$ cat src/rtl/debouncer_bank.sv
// debouncer_bank: N independent button debouncers with press/release pulses.
// Each channel runs a two-flop synchroniser, a stability counter and a
// four-state FSM. A level change is accepted after MAX consecutive samples
// that differ from the debounced level.
// Optional auto-repeat is compiled in with `define DEBOUNCER_BANK_REPEAT_EN.
//
// state        | meaning
// -------------+-----------------------------------------------------------
// RELEASED     | debounced level 0, synchronised input agrees
// PRESS_WAIT   | level 0, counting consecutive high samples
// PRESSED      | debounced level 1, synchronised input agrees (repeat runs)
// RELEASE_WAIT | level 1, counting consecutive low samples
module debouncer_bank #(
  parameter int N             = 4,
  parameter int MAX           = 50000,
  parameter int REPEAT_DELAY  = 25000000,
  parameter int REPEAT_PERIOD = 5000000
) (
  input  logic         clock,
  input  logic         reset,
  input  logic [N-1:0] button_in,
  output logic [N-1:0] button_level,
  output logic [N-1:0] button_press,
  output logic [N-1:0] button_release,
  output logic         any_press
);

  typedef enum logic [1:0] {
    RELEASED     = 2'd0,
    PRESS_WAIT   = 2'd1,
    PRESSED      = 2'd2,
    RELEASE_WAIT = 2'd3
  } state_t;

  localparam int CW = $clog2(MAX + 1);
  // Last count value before acceptance: the edge that would make the count
  // reach MAX is the edge that toggles the level instead.
  localparam logic [CW-1:0] CNT_LAST = CW'(MAX - 1);

`ifdef DEBOUNCER_BANK_REPEAT_EN
  localparam int RPT_MAX = (REPEAT_DELAY > REPEAT_PERIOD) ? REPEAT_DELAY : REPEAT_PERIOD;
  localparam int RW      = $clog2(RPT_MAX + 1);
  // Down-counter reload values; a pulse fires on the edge the timer is zero.
  localparam logic [RW-1:0] RPT_FIRST = RW'(REPEAT_DELAY - 1);
  localparam logic [RW-1:0] RPT_NEXT  = RW'(REPEAT_PERIOD - 1);
`endif

  for (genvar g = 0; g < N; g++) begin : g_ch
    logic          sync1;
    logic          sync2;
    state_t        state;
    logic [CW-1:0] cnt;
    logic          level_q;
    logic          press_q;
    logic          release_q;
`ifdef DEBOUNCER_BANK_REPEAT_EN
    logic [RW-1:0] rpt_tmr;
`endif

    // Two-flop synchroniser for the raw asynchronous button level.
    always_ff @(posedge clock or negedge reset) begin
      if (!reset) begin
        sync1 <= 1'b0;
        sync2 <= 1'b0;
      end else begin
        sync1 <= button_in[g];
        sync2 <= sync1;
      end
    end

    // Debounce FSM: count differing samples, accept at MAX, pulse one cycle.
    always_ff @(posedge clock or negedge reset) begin
      if (!reset) begin
        state     <= RELEASED;
        cnt       <= '0;
        level_q   <= 1'b0;
        press_q   <= 1'b0;
        release_q <= 1'b0;
`ifdef DEBOUNCER_BANK_REPEAT_EN
        rpt_tmr   <= '0;
`endif
      end else begin
        press_q   <= 1'b0;
        release_q <= 1'b0;
        case (state)
          RELEASED, PRESS_WAIT: begin
            if (sync2) begin
              if (cnt == CNT_LAST) begin
                state   <= PRESSED;
                cnt     <= '0;
                level_q <= 1'b1;
                press_q <= 1'b1;
`ifdef DEBOUNCER_BANK_REPEAT_EN
                rpt_tmr <= RPT_FIRST;
`endif
              end else begin
                state <= PRESS_WAIT;
                cnt   <= cnt + 1'b1;
              end
            end else begin
              state <= RELEASED;
              cnt   <= '0;
            end
          end
          PRESSED, RELEASE_WAIT: begin
`ifdef DEBOUNCER_BANK_REPEAT_EN
            rpt_tmr <= '0;
`endif
            if (!sync2) begin
              if (cnt == CNT_LAST) begin
                state     <= RELEASED;
                cnt       <= '0;
                level_q   <= 1'b0;
                release_q <= 1'b1;
              end else begin
                state <= RELEASE_WAIT;
                cnt   <= cnt + 1'b1;
              end
            end else begin
              state <= PRESSED;
              cnt   <= '0;
`ifdef DEBOUNCER_BANK_REPEAT_EN
              // A release glitch restarts the repeat cadence at the period.
              if (state == RELEASE_WAIT) begin
                rpt_tmr <= RPT_NEXT;
              end else if (rpt_tmr == '0) begin
                press_q <= 1'b1;
                rpt_tmr <= RPT_NEXT;
              end else begin
                rpt_tmr <= rpt_tmr - 1'b1;
              end
`endif
            end
          end
          default: begin
            state <= RELEASED;
            cnt   <= '0;
          end
        endcase
      end
    end

    assign button_level[g]   = level_q;
    assign button_press[g]   = press_q;
    assign button_release[g] = release_q;
  end

  // Same-cycle summary of every channel's press pulse.
  assign any_press = |button_press;

endmodule

$ cat config.mk
export PLATFORM = sky130hd
export DESIGN_NAME = debouncer_bank
export DESIGN_NICKNAME = d
export VERILOG_FILES = /design/src/rtl/debouncer_bank.sv
export SDC_FILE = /design/constraint.sdc
export NUM_CORES = 1
export LEC_CHECK = 0
export ABC_CLOCK_PERIOD_IN_PS = 4800
export CELL_PAD_IN_SITES_DETAIL_PLACEMENT = 0
export CELL_PAD_IN_SITES_GLOBAL_PLACEMENT = 1
export CORE_ASPECT_RATIO = 0.5
export CORE_MARGIN = 2
export CORE_UTILIZATION = 51
export DETAILED_ROUTE_END_ITERATION = 7
export PLACE_DENSITY_LB_ADDON = 0.25
export SYNTH_ARGS = -nofsm -noshare
export SYNTH_HDL_FRONTEND = slang
export SYNTH_SLANG_ARGS = --single-unit
export TNS_END_PERCENT = 100
$ cat constraint.sdc
create_clock -name clock -period 4.8 [get_ports clock]
set_clock_uncertainty 0.2 [all_clocks]
set_input_delay 1.44 -clock clock [delete_from_list [all_inputs] [get_ports clock]]
set_output_delay 1.44 -clock clock [all_outputs]
set_load 0.02 [all_outputs]
**Yosys cells after proc, flatten, opt, wreduce, memory -nomap -nowiden**

Cells that the tools add are included.

- Add/sub/neg operators: 4
- Equality and inequality tests: 32
- Muxes and demuxes: 76
- Reduce and logical (&&, ||, !) cells: 17

Operators by type and width:

| cell | number |
|---|---|
| 2-to-1 mux 16 bit | 12 |
| case mux 16 bit (2 select lines) | 4 |
| adder 16 x 1 -> 16 bit, second input constant | 4 |
| == test 16 bit, second input constant | 4 |
| 2-to-1 mux 1 bit | 36 |
| 2-to-1 mux 2 bit | 16 |
| inequality test 2 bit, second input constant | 16 |
| == test 2 bit, second input constant | 8 |
| case mux 2 bit (2 select lines) | 4 |
| AND reduction 4 bit | 4 |
| OR reduction 2 bit | 8 |
| == test 2 x 1 -> 1 bit, second input constant | 4 |
| zero test 2 bit | 4 |
| case mux 1 bit (2 select lines) | 4 |
| OR reduction 4 bit | 1 |

- Register bits after elaboration: 92
- Input port bits: 6
- Output and inout port bits: 13
- Logic and storage cells: 157

**Longest topological paths before layout**

- Depth in word-level cells: 4
- Gate-level depth with buffers: 7
- Gate-level depth less buffers: 5

**Worst setup path before layout**

OpenSTA, ideal clock, no wires.

- Kind: register to output
- Start: reg g_ch[1].press_q
- End: out any_press
- Data arrival time: 0.982 ns
- Required time: 3.160 ns
- Slack: 2.178 ns
- Cell stages (with the launch flop): 2
- Path buffers: 0
- Path through: dfrtp_1 > or4_1

- Word-level cells in the longest chain between the ends: 1

RTL lines:

| what | RTL line | source |
|---|---|---|
| from (decl) | 54 | `logic press_q;` |
| from (signal assigned) | 77 | `press_q <= 1'b0;` |
| from (signal assigned) | 83 | `press_q <= 1'b0;` |
| from (signal assigned) | 92 | `press_q <= 1'b1;` |
| OR reduction 4 bit | 149 | `assign any_press = \|button_press;` |
| to (decl) | 25 | `output logic any_press` |

No other way between the ends.

**Worst setup path after layout**

Same ends and word-level chain as after synthesis.

==> run summary <==
- outcome: completed
- worst slew slack as a fraction of its limit: 0.4671
- Static Leakage: 1.961 nW
- Skew-Pair Late Insertion Delay: 0.34 ns
- Via density: 5.373
- clock-pin slew reported for the worst setup and hold paths after clock tree synthesis: 0.06 ns
- global route total overflow: 0
- gate count after technology mapping: 392
- routability cong.: 0.8706
- slew at the pin closest to its max-slew limit: 0.7994 ns
- final-report hold violation count: 0
- required time worst endpoint: 3.16 ns
- Inserted Clock Buffers: 9
- number of nets in the layout: 406
- FF+latch area: 2202 µm²
- Detailed Routing Iterations Pass 1: 4
- arrival time reported for the critical path endpoint: 1.78 ns
- largest voltage drop on the vdd net: 0.1526 mV
- count of endpoints failing setup in the final report: 0
- total negative slack: 0 ns
- worst hold-check path type: register to register
- final wirelength: 7331 µm
- share of cells above drive strength 1: 0.05250
- # Max-Cap Violations: 0
- final routed wire length divided by cell count: 14.32 µm
- area of the multi-input gates: 1718 µm²
- starting density of the core: 0.5200
- element type at the critical path start: register
- Crit Path Category: register to output port
- ports placed on the boundary: 19
- CTS sink count: 88
- number of buffer cells added on primary ports: 18
- number of buffers added to fix hold violations after cts: 0
- wire length of the first global-routing pass: 12700 µm
- number of antenna violations at the first check in global routing: 0
- total die area: 8847 µm²
- buffers from clock root to sink, at most: 2
- number of gates resized after cts: 0
- horizontal die dimension: 131.0 µm
- detailed placement HPWL: 4897 µm
- via count: 2751
- layout-stage area growth over the synthesis result: 11.25%
- Critical Path Fanout Max: 2
- standard cell core area: 7914 µm²
- number of placement rows: 23
- DRC: 0
- remaining number of nets flagged by the antenna check after routing: 0
- share of the clock period used by the worst path after layout: 0.7120
- CTS tree: yes
- fmax: 292.6 MHz
- via count of the first global-routing pass: 2742
- post-synthesis area per instance: 10.50 µm²
- antenna cells: 0
- Global Route Usage Sum: 0.1911
- total count of max-transition violations in the final report: 0
- number of fill cells: 655
- number of warnings issued by yosys: 0
- Worst Hold Slack: 0.1465 ns
- final critical path time including I/O delays and setup: 3.418 ns
- die height: 67.52 µm
- Synth Cell Area: 4115 µm²
- total power divided by cell area: 333.8 nW/µm²
- largest net degree at the start of global routing: 66
- cell chosen for the clock root: sky130_fd_sc_hd__clkbuf_16
- count of different cell masters after synthesis: 34
- Mapped Nets: 402
- number of H-tree levels: 3
- category of the worst setup path capture point: output port
- synthesis-stage register bit count: 88
- worst reg-to-reg setup slack: 2.68 ns
- sequential element share of the synthesized area: 0.5351
- buffers inserted during post-CTS setup optimization: 0
- violation count after the first detailed-route iteration: 184
- RSZ-0062 raised after global routing: no
-- report_power, final --
group / leakage, nW / internal, mW / switching, mW
logic: 0.610 / 0.0130 / 0.0294
registers: 1.20 / 0.754 / 0.0102
clock network: 0.149 / 0.451 / 0.271
total: 1.96 / 1.22 / 0.311
-- area by class of cell --
class,count,area share
Multi-Input combinational cell,270,0.3752
Clock buffer,11,0.05083
Timing Repair Buffer,19,0.04045
Sequential cell,88,0.4810
Clock inverter,4,0.01530
Inverter,8,0.006559
Tap cell,112,0.03061
-- through the flow --
step	total power, mW	utilization	area [µm²]	cells	setup WS (ns)
6_report	1.528	0.5785	4578	512	1.382
5_1_grt	1.594	0.5785	4578	512	1.342
3_3_place_gp	0.8191	0.5402	4275	497	1.758
3_5_place_dp	0.8215	0.5402	4275	497	1.730
4_1_cts	1.548	0.5785	4578	512	1.357
2_1_floorplan	0.7968	-	4115	392	2.178
-- registers in the layout (all words and copies together) (netlist names) --
signal and flops:
g_ch.release_q 4, g_ch.cnt 64, g_ch.state 4, g_ch.level_q 4
g_ch.press_q 4, g_ch.sync1 4, g_ch.sync2 4
-- placed cells by master, fill, tap and decap left out, types with 3 or more instances in the layout --
cell	Yosys	final
sky130_fd_sc_hd__dfrtp_1	88	88
sky130_fd_sc_hd__nor2_1	67	67
sky130_fd_sc_hd__xnor2_1	35	35
sky130_fd_sc_hd__nand4_1	25	25
sky130_fd_sc_hd__xor2_1	24	24
sky130_fd_sc_hd__nand3_1	23	23
sky130_fd_sc_hd__clkdlybuf4s50_1	0	17
sky130_fd_sc_hd__and3_1	12	12
sky130_fd_sc_hd__nand2_1	12	12
sky130_fd_sc_hd__nor4_1	11	11
sky130_fd_sc_hd__nor3_1	11	11
sky130_fd_sc_hd__clkbuf_16	0	9
sky130_fd_sc_hd__nor4bb_1	8	8
sky130_fd_sc_hd__inv_1	8	8
sky130_fd_sc_hd__nor4b_1	4	4
sky130_fd_sc_hd__and2_1	4	4
sky130_fd_sc_hd__o21ai_0	4	4
sky130_fd_sc_hd__nor3b_1	4	4
sky130_fd_sc_hd__a21boi_0	4	4
sky130_fd_sc_hd__a211o_1	4	4
sky130_fd_sc_hd__ha_1	4	4
sky130_fd_sc_hd__nand4_2	3	3
sky130_fd_sc_hd__and4_1	3	3
-- critical path: stages (launching register included) --
cell and delay [ns]:
sky130_fd_sc_hd__dfrtp_1 0.37, sky130_fd_sc_hd__or4_1 0.52, sky130_fd_sc_hd__clkdlybuf4s50_1 0.55
-- synth_stat cells, drive strengths merged --
master,number,share of area
nor2,67,0.061
nor4b,4,0.0085
nor4,11,0.017
inv,8,0.0073
a211o,4,0.0085
xnor2,35,0.074
nor4bb,8,0.019
buf,19,0.033
o21ai,4,0.0049
or4,2,0.0036
nor3b,4,0.0073
nor3,12,0.016
ha,4,0.012
and3,12,0.018
a21boi,4,0.0073
a21oi,1,0.0012
nand3,23,0.028
o31ai,1,0.0018
dfrtp,88,0.54
or3,1,0.0015
and4,4,0.0088
xor2,24,0.051
nand4,28,0.047
nand2,13,0.014
clkbuf,7,0.0067
and2,4,0.0061
-- metal layers --
metal,GRT usage,vias up,part of all wire
met5,0,-,0
met3,0.05784,9,0.031
met1,0.2362,1346,0.47
met2,0.3238,41,0.48
li1,-,1355,-
met4,0.06915,0,0.015
-- cells by family (layout without fill, tap and decap cells) --
group / Yosys count / count (layout) / share of synthesized area
flops: 88 / 88 / 0.5351
simple gates: 193 / 193 / 0.2560
fa+ha+maj: 4 / 4 / 0.01216
buf+inv: 34 / 42 / 0.04743
compound gates: 14 / 14 / 0.02371
xor+xnor: 59 / 59 / 0.1256
-- final timing paths --
check                           depth (start not counted)               to             from
worst max-delay path                                    2        any_press  g_ch[1].press_q
worst min-delay path                                    0    g_ch[0].sync2    g_ch[0].sync1
worst max register to register                          5   g_ch[1].cnt[5]   g_ch[1].cnt[0]
worst min register to register                          0    g_ch[0].sync2    g_ch[0].sync1
max in group asynchronous                               2  g_ch[1].cnt[11]            reset
min in group asynchronous                               1   g_ch[1].cnt[2]            reset
(Power assumes the default switching activity.)
